--- config.mk ---
export PLATFORM = sky130hd
export DESIGN_NAME = alu_arbiter
export DESIGN_NICKNAME = d
export VERILOG_FILES = /design/src/rtl/alu_arb_pkg.sv /design/src/rtl/alu_arb_tag_fifo.sv /design/src/rtl/alu_arbiter.sv
export SDC_FILE = /design/constraint.sdc
export NUM_CORES = 1
export LEC_CHECK = 0
export ABC_CLOCK_PERIOD_IN_PS = 2480
export CAP_MARGIN = 25
export CELL_PAD_IN_SITES_DETAIL_PLACEMENT = 1
export CELL_PAD_IN_SITES_GLOBAL_PLACEMENT = 1
export CORE_ASPECT_RATIO = 0.5
export CORE_MARGIN = 3
export CORE_UTILIZATION = 27
export CTS_BUF_LIST = sky130_fd_sc_hd__clkbuf_2
export CTS_CLUSTER_SIZE = 10
export DETAILED_ROUTE_END_ITERATION = 16
export GPL_TIMING_DRIVEN = 1
export PLACE_DENSITY_LB_ADDON = 0.1
export SLEW_MARGIN = 10
export SYNTH_ARGS = -nofsm -noshare
export SYNTH_HDL_FRONTEND = slang
export SYNTH_HIERARCHICAL = 1
export SYNTH_SLANG_ARGS = --single-unit
--- constraint.sdc ---
create_clock -name clk -period 2.48 [get_ports clk]
set_input_delay 0.372 -clock clk [delete_from_list [all_inputs] [get_ports clk]]
set_output_delay 0.372 -clock clk [all_outputs]
set_load 0.03 [all_outputs]
--- src/rtl/alu_arb_pkg.sv ---
// -----------------------------------------------------------------------------
// alu_arb_pkg
// Shared widths, the ALU request payload struct and the arbiter FSM state
// encoding used by alu_arbiter and alu_arb_tag_fifo.
// -----------------------------------------------------------------------------
package alu_arb_pkg;

    localparam int OP_WIDTH     = 3;
    localparam int DATA_WIDTH   = 8;
    localparam int RESULT_WIDTH = 16;

    // One ALU request: opcode plus two operands.
    typedef struct packed {
        logic [OP_WIDTH-1:0]   op;
        logic [DATA_WIDTH-1:0] op1;
        logic [DATA_WIDTH-1:0] op2;
    } alu_req_t;

    // ARB_IDLE: no grant held, arbitration runs combinationally every cycle.
    // ARB_GRANTED: a winner has been latched and waits for the ALU to accept.
    typedef enum logic [0:0] {
        ARB_IDLE    = 1'b0,
        ARB_GRANTED = 1'b1
    } arb_state_e;

endpackage : alu_arb_pkg

--- src/rtl/alu_arb_tag_fifo.sv ---
// -----------------------------------------------------------------------------
// alu_arb_tag_fifo
// Synchronous FIFO of requester tags for ALU transactions in flight. A tag is
// pushed when the ALU accepts a request and popped when the ALU response is
// handed back, so the head always names the requester owed the next response.
//
// Ports
//   clk, rst      rising-edge clock, asynchronous active-high reset
//   push_i        write push_tag_i (ignored while full)
//   push_tag_i    requester index of the request just accepted
//   pop_i         drop the head entry (ignored while empty)
//   head_tag_o    requester index at the head of the FIFO
//   full_o        count == DEPTH
//   empty_o       count == 0
//   count_o       number of tags held
// -----------------------------------------------------------------------------
module alu_arb_tag_fifo
    import alu_arb_pkg::*;
#(
    parameter int TAG_W = 2,
    parameter int DEPTH = 4
) (
    input  logic                     clk,
    input  logic                     rst,
    input  logic                     push_i,
    input  logic [TAG_W-1:0]         push_tag_i,
    input  logic                     pop_i,
    output logic [TAG_W-1:0]         head_tag_o,
    output logic                     full_o,
    output logic                     empty_o,
    output logic [$clog2(DEPTH):0]   count_o
);

    localparam int PTR_W = $clog2(DEPTH);
    localparam int CNT_W = PTR_W + 1;

    logic [TAG_W-1:0] mem_q [DEPTH];
    logic [PTR_W-1:0] wr_ptr_q, wr_ptr_d;
    logic [PTR_W-1:0] rd_ptr_q, rd_ptr_d;
    logic [CNT_W-1:0] count_q, count_d;
    logic             do_push;
    logic             do_pop;

    assign full_o     = (count_q == CNT_W'(DEPTH));
    assign empty_o    = (count_q == '0);
    assign count_o    = count_q;
    assign head_tag_o = mem_q[rd_ptr_q];

    assign do_push = push_i & ~full_o;
    assign do_pop  = pop_i & ~empty_o;

    // Pointers wrap naturally because DEPTH is a power of two; the count is
    // kept as its own register so full and empty are never ambiguous.
    always_comb begin
        wr_ptr_d = wr_ptr_q;
        rd_ptr_d = rd_ptr_q;
        count_d  = count_q;
        if (do_push) begin
            wr_ptr_d = wr_ptr_q + PTR_W'(1);
        end
        if (do_pop) begin
            rd_ptr_d = rd_ptr_q + PTR_W'(1);
        end
        case ({do_push, do_pop})
            2'b10:   count_d = count_q + CNT_W'(1);
            2'b01:   count_d = count_q - CNT_W'(1);
            default: count_d = count_q;
        endcase
    end

    always_ff @(posedge clk or posedge rst) begin
        if (rst) begin
            wr_ptr_q <= '0;
            rd_ptr_q <= '0;
            count_q  <= '0;
        end else begin
            wr_ptr_q <= wr_ptr_d;
            rd_ptr_q <= rd_ptr_d;
            count_q  <= count_d;
        end
    end

    // Storage needs no reset: entries are only read while count says valid.
    always_ff @(posedge clk) begin
        if (do_push) begin
            mem_q[wr_ptr_q] <= push_tag_i;
        end
    end

endmodule : alu_arb_tag_fifo

--- src/rtl/alu_arbiter.sv ---
// -----------------------------------------------------------------------------
// alu_arbiter
// Shares one pipelined ALU between NUM_REQ requesters. Requests are picked
// round-robin and forwarded to the ALU; the winner's index is queued in a tag
// FIFO so in-order ALU responses can be routed back to the right requester.
//
// Handshake rule on every port: a transfer happens on a rising clk edge where
// valid and ready are both high. A valid, once raised by this block, stays
// high with stable payload until the transfer.
//
// Ports
//   clk, rst              rising-edge clock, asynchronous active-high reset
//   up_req_valid/ready    per-requester request handshake
//   up_req_op/op1/op2     per-requester request payload
//   up_resp_valid/ready   per-requester response handshake
//   up_resp_result        shared response data (valid where up_resp_valid set)
//   req_valid/ready       ALU request handshake
//   req_op/op1/op2        ALU request payload
//   resp_valid/ready      ALU response handshake
//   resp_result           ALU response data
//   outstanding           ALU transactions in flight
//   err_unexpected_resp   sticky: ALU responded with nothing in flight
//   dbg_state             arbiter FSM state (0 idle, 1 granted)
//   dbg_rr_ptr            round-robin search start index
// -----------------------------------------------------------------------------
module alu_arbiter
    import alu_arb_pkg::*;
#(
    parameter int NUM_REQ         = 4,
    parameter int MAX_OUTSTANDING = 4
) (
    input  logic                                  clk,
    input  logic                                  rst,

    input  logic [NUM_REQ-1:0]                    up_req_valid,
    output logic [NUM_REQ-1:0]                    up_req_ready,
    input  logic [NUM_REQ-1:0][OP_WIDTH-1:0]      up_req_op,
    input  logic [NUM_REQ-1:0][DATA_WIDTH-1:0]    up_req_op1,
    input  logic [NUM_REQ-1:0][DATA_WIDTH-1:0]    up_req_op2,

    output logic [NUM_REQ-1:0]                    up_resp_valid,
    input  logic [NUM_REQ-1:0]                    up_resp_ready,
    output logic [RESULT_WIDTH-1:0]               up_resp_result,

    output logic                                  req_valid,
    input  logic                                  req_ready,
    output logic [OP_WIDTH-1:0]                   req_op,
    output logic [DATA_WIDTH-1:0]                 req_op1,
    output logic [DATA_WIDTH-1:0]                 req_op2,

    input  logic                                  resp_valid,
    output logic                                  resp_ready,
    input  logic [RESULT_WIDTH-1:0]               resp_result,

    output logic [$clog2(MAX_OUTSTANDING):0]      outstanding,
    output logic                                  err_unexpected_resp,
    output logic                                  dbg_state,
    output logic [$clog2(NUM_REQ)-1:0]            dbg_rr_ptr
);

    localparam int IDX_W = $clog2(NUM_REQ);
    localparam int CNT_W = $clog2(MAX_OUTSTANDING) + 1;

    arb_state_e       state_q, state_d;
    logic [IDX_W-1:0] grant_q, grant_d;
    alu_req_t         payload_q, payload_d;
    logic [IDX_W-1:0] rr_ptr_q, rr_ptr_d;
    logic             err_q, err_d;

    // Round-robin search result.
    logic             arb_found;
    logic [IDX_W-1:0] arb_idx;
    int               cand;
    logic [IDX_W-1:0] cand_idx;

    // Grant/payload presented to the ALU this cycle.
    logic [IDX_W-1:0] cur_grant;
    alu_req_t         cur_payload;
    logic             cur_valid;
    logic             req_fire;

    // Tag FIFO hookup.
    logic             fifo_push;
    logic             fifo_pop;
    logic [IDX_W-1:0] fifo_head;
    logic             fifo_full;
    logic             fifo_empty;
    logic [CNT_W-1:0] fifo_count;

    alu_arb_tag_fifo #(
        .TAG_W (IDX_W),
        .DEPTH (MAX_OUTSTANDING)
    ) u_tag_fifo (
        .clk        (clk),
        .rst        (rst),
        .push_i     (fifo_push),
        .push_tag_i (cur_grant),
        .pop_i      (fifo_pop),
        .head_tag_o (fifo_head),
        .full_o     (fifo_full),
        .empty_o    (fifo_empty),
        .count_o    (fifo_count)
    );

    // First valid requester at or after rr_ptr, wrapping at NUM_REQ.
    always_comb begin
        arb_found = 1'b0;
        arb_idx   = '0;
        cand      = 0;
        cand_idx  = '0;
        for (int k = 0; k < NUM_REQ; k++) begin
            cand = int'(rr_ptr_q) + k;
            if (cand >= NUM_REQ) begin
                cand = cand - NUM_REQ;
            end
            cand_idx = IDX_W'(cand);
            if (!arb_found && up_req_valid[cand_idx]) begin
                arb_found = 1'b1;
                arb_idx   = cand_idx;
            end
        end
    end

    // Request path and arbiter FSM. In IDLE the search result goes straight
    // to the ALU so a back-to-back stream costs no bubbles; only when the ALU
    // does not take it that cycle is the winner latched and held in GRANTED.
    always_comb begin
        state_d      = state_q;
        grant_d      = grant_q;
        payload_d    = payload_q;
        rr_ptr_d     = rr_ptr_q;
        cur_grant    = grant_q;
        cur_payload  = payload_q;
        cur_valid    = 1'b0;
        req_valid    = 1'b0;
        req_fire     = 1'b0;
        up_req_ready = '0;

        case (state_q)
            ARB_IDLE: begin
                cur_grant       = arb_idx;
                cur_payload.op  = up_req_op[arb_idx];
                cur_payload.op1 = up_req_op1[arb_idx];
                cur_payload.op2 = up_req_op2[arb_idx];
                cur_valid       = arb_found;
            end
            ARB_GRANTED: begin
                // The latched request is issued even if its owner has since
                // dropped valid: the grant is committed.
                cur_valid = 1'b1;
            end
            default: begin
                cur_valid = 1'b0;
            end
        endcase

        // A full tag FIFO blocks issue even if a pop lands this cycle.
        req_valid = cur_valid & ~fifo_full & ~rst;
        req_fire  = req_valid & req_ready;

        if (req_fire) begin
            up_req_ready[cur_grant] = 1'b1;
            rr_ptr_d = (cur_grant == IDX_W'(NUM_REQ - 1)) ? '0
                                                          : cur_grant + IDX_W'(1);
            state_d  = ARB_IDLE;
        end else if (state_q == ARB_IDLE && arb_found) begin
            state_d   = ARB_GRANTED;
            grant_d   = arb_idx;
            payload_d = cur_payload;
        end
    end

    assign req_op    = cur_payload.op;
    assign req_op1   = cur_payload.op1;
    assign req_op2   = cur_payload.op2;
    assign fifo_push = req_fire;

    // Response path: the FIFO head names the owner of the next response.
    // With nothing in flight the ALU response is drained and flagged.
    always_comb begin
        up_resp_valid = '0;
        resp_ready    = 1'b0;
        if (!rst) begin
            if (fifo_empty) begin
                resp_ready = 1'b1;
            end else begin
                resp_ready               = up_resp_ready[fifo_head];
                up_resp_valid[fifo_head] = resp_valid;
            end
        end
    end

    assign up_resp_result = resp_result;
    assign fifo_pop       = resp_valid & resp_ready & ~fifo_empty;
    assign err_d          = err_q | (resp_valid & fifo_empty);

    always_ff @(posedge clk or posedge rst) begin
        if (rst) begin
            state_q   <= ARB_IDLE;
            grant_q   <= '0;
            payload_q <= '0;
            rr_ptr_q  <= '0;
            err_q     <= 1'b0;
        end else begin
            state_q   <= state_d;
            grant_q   <= grant_d;
            payload_q <= payload_d;
            rr_ptr_q  <= rr_ptr_d;
            err_q     <= err_d;
        end
    end

    assign outstanding         = fifo_count;
    assign err_unexpected_resp = err_q;
    assign dbg_state           = state_q;
    assign dbg_rr_ptr          = rr_ptr_q;

endmodule : alu_arbiter

==> results.py, run 1 <==
metrics = {
    "worst_setup_path": {
        "cp_cell_sequence": "buf_4 > mux4_2 > mux4_2 > and2_4 > o31a_4 > ha_4 > inv_2 > fa_2 > xor2_1 > nor2_1 > xor2_1",
        "critPathSlowestCell": "mux4_2",
        "r2r-start": "u_tag_fifo/rd_ptr_q[0]",
        "crit_arrival_ns": 3.10,
        "cp_max_fo": 3,
        "cp-end-kind": "register",
        "rrSetupSlack_ns": -0.28,
        "r2r_end": "u_tag_fifo/count_o[2]",
        "worstPathRequired_ns": 2.83,
        "max_stage_delay_ns": 0.55,
        "start_kind": "register",
        "r2r.worst_path.cells": 11,
        "crit_type": "register to register",
    },
    "logic_synthesis": {
        "synth-compound-area-share_pct": 16.5,
        "yosys_warnings": 6,
        "synth_edf_count": 8,
        "synth_xor_area_share_pct": 1.74,
        "synth_area_per_cell_sq_um": 10.2,
        "syn-instance-count": 296,
        "synth_top_family_by_area": "simple AND/OR/NAND/NOR gates",
        "synthMuxAreaShare_pct": 15.1,
        "yosys.area_share.simple_pct": 17.2,
        "synth.cell_area_sq_um": 3010,
        "ys_seq_area_share_pct": 34.6,
        "ys_types": 46,
        "synthArstFlopShare_pct": 80.0,
        "ys_seq_elements": 40,
        "synth-main-ff-cell": "dfrtp_1",
        "synthAdderAreaFrac_pct": 4.40,
        "synth_nets": 410,
    },
    "global_route": {
        "grt_overflow_total": 0,
        "grt_pass1_vias": 3449,
        "antenna_found_initial": 0,
        "grt_max_degree": 27,
        "grt_use_total_pct": 17.7,
        "grt_pass1_wl_um": 17500,
    },
    "detailed_routing": {
        "antenna_left": 0,
        "drt-total-wl_um": 11100,
        "drtIter0Drc": 137,
        "wl_per_cell_um": 17.7,
        "via_count": 3100,
        "drc": 0,
        "viasPerCell": 4.95,
        "dr.pass1.iters": 4,
    },
    "sta": {
        "slew_violations": 0,
        "min_period_ns": 2.76,
        "finalHoldViolCount": 0,
        "fin_crit_sh_pct": 111,
        "finalSetupTns_ns": -4.98,
        "skew_ns": 0.0145,
        "fmax_mhz": 363,
        "setup_ws_ns": -0.277,
        "setup_viol": 26,
        "grt_setup_unrepaired": "yes",
        "tightest_slew_ns": 0.382,
        "slew_headroom_pct": 74.4,
    },
    "clocking": {
        "cts-root-buf": "clkbuf_2",
        "clock_latency_ns": 0.40,
        "clock_path_buffers": 2,
        "htree_levels": 2,
        "cts_hold_buf": 0,
        "path_clk_slew_ns": 0.20,
        "cts_buffers": 5,
        "cts_tree": "built",
        "cts.sinks": 40,
    },
    "cells_and_area": {
        "final_cell_area_sq_um": 5280,
        "final_cells": 626,
        "num_antenna_cells": 0,
        "final_core_util_pct": 50.1,
        "fill_cells": 1187,
        "layout-drive-gt1-share_pct": 38.3,
        "syn_to_final_growth_pct": 75.4,
        "num-nets-final": 599,
    },
    "placed_design": {
        "portBuffers": 123,
        "dpl.cell_count": 598,
        "postPlaceCellArea_sq_um": 4720,
        "gp_congestion": 0.797,
        "hpwl_um": 8160,
    },
    "die": {
        "die_area_sq_um": 12500,
        "core_sq_um": 10500,
        "die_w_um": 155,
        "fp.dieH_um": 80.7,
        "io_pins": 156,
        "start_util_pct": 28.6,
        "rows": 26,
    },
    "pwr": {
        "peakVddDrop_mv": 0.403,
        "leakagePower_nw": 2.30,
        "p_per_area_nw_per_um2": 950,
        "p_total_w": 0.00502,
    },
    "run": {
        "cap_violations": 0,
    },
    "outcome": {
        "violations": "setup timing",
        "run_status": "finished with violations",
    },
    "min_path": {
        "min_path_type": "input pin to async pin",
    },
}
placed cells by master, fill, tap and decap left out, drive strengths merged, types with 6 or more instances in the layout:
| cell type | synthesis | final |
|---|---|---|
| buf | 24 | 116 |
| inv | 26 | 26 |
| and2 | 9 | 9 |
| mux2i | 36 | 36 |
| dfrtp | 32 | 32 |
| ha | 9 | 9 |
| nor4 | 7 | 7 |
| nand2 | 30 | 30 |
| clkdlybuf4s50 | 0 | 91 |
| o221ai | 19 | 19 |
| a222oi | 14 | 14 |
| edfxtp | 8 | 8 |
| nor2 | 10 | 12 |
| o31a | 6 | 6 |
| nor2b | 9 | 9 |
stage by stage:
step           worst slack, ns  hold slack (ns)
3_3_place_gp            -0.382            0.443
5_1_grt                 -0.474            0.389
3_5_place_dp            -0.499            0.450
4_1_cts                 -0.316            0.403
6_report                -0.277            0.419
2_1_floorplan           -0.106            0.175
worst max path at each step:
| stage | start | end | slack (ns) | cells past startpoint |
|---|---|---|---|---|
| 2_1_floorplan | u_tag_fifo/rd_ptr_q[0] | u_tag_fifo/count_o[2] | -0.11 | 10 |
| 3_3_place_gp | up_req_valid[1] | req_op2[6] | -0.38 | 8 |
| 3_5_place_dp | up_req_valid[0] | req_op2[6] | -0.50 | 8 |
| 4_1_cts | dbg_rr_ptr[1] | req_op2[6] | -0.32 | 8 |
| 5_1_grt | dbg_rr_ptr[1] | req_op2[6] | -0.47 | 8 |
| 6_report | u_tag_fifo/rd_ptr_q[0] | u_tag_fifo/count_o[2] | -0.28 | 11 |
cell families (layout without fill, tap and decap cells):
logic type	count (synthesis)	after routing
muxes	41	41
buffers and inverters	56	244
and+or+nand+nor	87	89
DFF	40	40
xor gates and xnor gates	6	6
adders and majority gates	10	10
AOI/OAI and AO/OA	56	56
routing by layer:
| metal | global-route usage (%) | vias up | share of wire (%) |
|---|---|---|---|
| met5 | 0 | - | 0 |
| met4 | 4.28 | 0 | 1.4 |
| met3 | 4.41 | 27 | 4.9 |
| met2 | 33.0 | 82 | 52 |
| met1 | 20.4 | 1524 | 42 |
| li1 | - | 1467 | - |
registers in the layout, indices dropped and copies added, names as in the netlist:
register             cells
grant_q                  2
u_tag_fifo/rd_ptr_q      2
u_tag_fifo/count_o       3
dbg_rr_ptr               2
u_tag_fifo/mem_q         8
err_unexpected_resp      1
payload_q               19
dbg_state                1
u_tag_fifo/wr_ptr_q      2
worst max-delay path, delay by kind of cell (launching register included):
family          cells  cell delay (ns)
mux                 2             0.82
buf+inv             2             0.18
simple gates        2             0.31
flops               1             0.45
compound gates      1             0.15
xor+xnor            2             0.32
fa+ha+maj           2             0.47
timing repair:
action / CTS / global route
resized for setup: 45 / 28
buffers inserted: 15 / 3
pin swaps: 18 / 18
setup endpoints to repair: 27 / 29
gates cloned: 3 / 0
report_power, final:
| part | internal, W | switching [W] |
|---|---|---|
| combinational | 0.00174 | 0.00174 |
| clock | 0.000164 | 0.000221 |
| sequential | 0.000941 | 0.000221 |
final cells by class:
type,instances,area [sq um],share of cell area (%)
timing repair buffer,210,1960,37.1
multi-input combinational,202,1940,36.8
sequential,40,1040,19.7
tap,140,175,3.32
inverter,26,97.6,1.85
clock inverter,3,37.5,0.710
clock buffer,5,25.0,0.474
cell usage after synthesis, types with 2 or more instances:
cell type	n	area share (%)
o221ai_1	19	5.5
nor2_1	8	1.0
and4_1	5	1.5
ha_1	9	3.7
buf_4	16	4.0
edfxtp_1	8	8.0
clkbuf_1	6	0.75
buf_12	2	1.3
nor3_1	4	0.66
and2_2	2	0.50
o31a_1	5	1.5
xor2_1	3	0.87
mux2i_1	36	12
dfrtp_1	32	27
a21o_1	4	1.0
nor3b_1	3	0.75
xnor2_1	3	0.87
nand2_1	30	3.7
a211oi_1	5	1.2
nor2b_1	7	1.5
and2_1	7	1.5
buf_2	5	0.83
a222oi_1	14	4.7
o21ai_0	5	0.83
mux4_2	3	2.2
nor2b_4	2	0.91
inv_1	26	3.2
or2_1	2	0.42
nand2b_1	2	0.42
nor4_1	6	1.2
a21oi_2	2	0.58
Note: power is estimated with default switching activity, not from simulation.
==> inputs of run 2 (changes only) <==
SKIP_CTS_REPAIR_TIMING = 1   (was unset)
==> run 2 against run 1 <==
  * The flow still finishes with violations (setup timing)
  * Clock skew rose by 0.0013 ns
  * Routed wire length fell by 2.3%
  * Highest routed layer unchanged
  * Clock power is essentially flat
  * Critical path depth decreased by 1
  * Worst setup slack lost 0.099 ns
  * Maximum frequency decreased by 3.4%
==> results.py, run 2 (synthesis gave the netlist of run 1 again) <==
metrics = {
    "die": {
        "core_sq_um": 10500,
        "fp.dieH_um": 80.7,
        "start_util_pct": 28.6,
        "io_pins": 156,
        "die_area_sq_um": 12500,
        "die_w_um": 155,
        "rows": 26,
    },
    "clocking": {
        "clock_path_buffers": 2,
        "clock_latency_ns": 0.41,
        "cts_buffers": 5,
        "htree_levels": 2,
        "cts_tree": "built",
        "path_clk_slew_ns": 0.19,
        "cts.sinks": 40,
        "cts-root-buf": "clkbuf_2",
    },
    "cells_and_area": {
        "num_antenna_cells": 0,
        "largest_register_ffs": 19,
        "regMostFlops": "payload_q",
        "num-nets-final": 596,
        "layout-drive-gt1-share_pct": 35.6,
        "final_core_util_pct": 48.9,
        "final_cell_area_sq_um": 5160,
        "fill_cells": 1208,
        "syn_to_final_growth_pct": 71.3,
        "ff_latch_area_sq_um": 1040,
        "mostFrequentLayoutCells": "94 x buf_4, 92 x clkdlybuf4s50_1, 30 x mux2i_1, 30 x dfrtp_1, 29 x nand2_1",
        "final_common_cell": "buf_4",
        "multi_input_area_sq_um": 1840,
    },
    "global_route": {
        "grt_pass1_wl_um": 16200,
        "grt_pass1_vias": 3298,
        "antenna_found_initial": 0,
        "grt_max_degree": 34,
        "grt_use_total_pct": 16.2,
        "grt_overflow_total": 0,
    },
    "detailed_routing": {
        "drtIter0Drc": 134,
        "viasPerCell": 4.93,
        "drt-total-wl_um": 10800,
        "dr.pass1.iters": 6,
        "antenna_left": 0,
        "drc": 0,
        "via_count": 3073,
        "wl_per_cell_um": 17.3,
    },
    "placed_design": {
        "hpwl_um": 8160,
        "postPlaceCellArea_sq_um": 4720,
        "portBuffers": 123,
        "dp_slack_ns": -0.499,
        "gp_congestion": 0.797,
    },
    "sta": {
        "fmax_mhz": 350,
        "finalSetupTns_ns": -6.82,
        "setup_viol": 26,
        "fin_crit_sh_pct": 115,
        "min_period_ns": 2.86,
        "slew_headroom_pct": 76.3,
        "tightest_slew_ns": 0.352,
        "setup_ws_ns": -0.376,
        "slew_violations": 0,
        "grt_setup_unrepaired": "yes",
        "finalHoldViolCount": 0,
        "skew_ns": 0.0158,
    },
    "pwr": {
        "p_per_area_nw_per_um2": 945,
        "leakagePower_nw": 2.30,
        "peakVddDrop_mv": 0.412,
        "p_total_w": 0.00487,
    },
    "run": {
        "cap_violations": 0,
    },
    "worst_setup_path": {
        "crit_type": "input pin to primary output",
        "cp_max_fo": 8,
        "crit_arrival_ns": 2.48,
        "r2r.worst_path.cells": 10,
        "cp-end-kind": "primary output",
        "start_kind": "input pin",
        "worstPathRequired_ns": 2.11,
    },
    "outcome": {
        "violations": "setup timing",
        "run_status": "finished with violations",
    },
    "min_path": {
        "min_path_type": "input pin to async pin",
    },
}
run 2: path summary, 6_finish.rpt:
path / end / slack (ns) / from
worst max-delay path: req_op2[6] / -0.38 / up_req_valid[1]
worst min register to register: err_unexpected_resp / 0.49 / err_unexpected_resp
min in group clk: err_unexpected_resp / 0.49 / err_unexpected_resp
worst max register to register: u_tag_fifo/count_o[2] / -0.29 / u_tag_fifo/rd_ptr_q[0]
worst min-delay path: u_tag_fifo/wr_ptr_q[0] / 0.43 / rst
max in group asynchronous: payload_q[2] / 1.65 / rst
run 2: cell type report:
type / instances / area share [%]
clock buffer: 5 / 0.485
clock inverter: 3 / 0.728
inverter: 26 / 1.89
multi-input combinational: 201 / 35.7
sequential: 40 / 20.2
tap: 140 / 3.40
timing repair buffer: 208 / 37.6
run 2: power breakdown:
part	internal, W	switching (W)	leakage [nW]
clock network	0.000164	0.000219	0.0380
registers	0.000941	0.000222	0.461
logic	0.00166	0.00167	1.80
run 2: worst max-delay path: stages:
cell and delay, ns:
clkdlybuf4s50_1 0.50, buf_6 0.14, nor2b_4 0.05, a221oi_4 0.26, buf_6 0.16, nor2_8 0.06
buf_12 0.16, mux2i_2 0.16, a222oi_1 0.38, buf_4 0.23
run 2: metal layers:
metal,track usage (%),share of wire [%],wire length [um],up-vias
met3,4.25,4.7,509,28
met1,18.5,42,4520,1501
met5,0,0,0,-
met2,30.4,52,5630,85
met4,4.02,1.3,138,0
li1,-,-,-,1459
run 2: metrics by stage:
stage | std cells | hold slack (ns)
global route | 623 | 0.405
global placement | 598 | 0.443
finish | 623 | 0.425
detailed placement | 598 | 0.450
floorplan | 296 | 0.175
CTS | 606 | 0.403
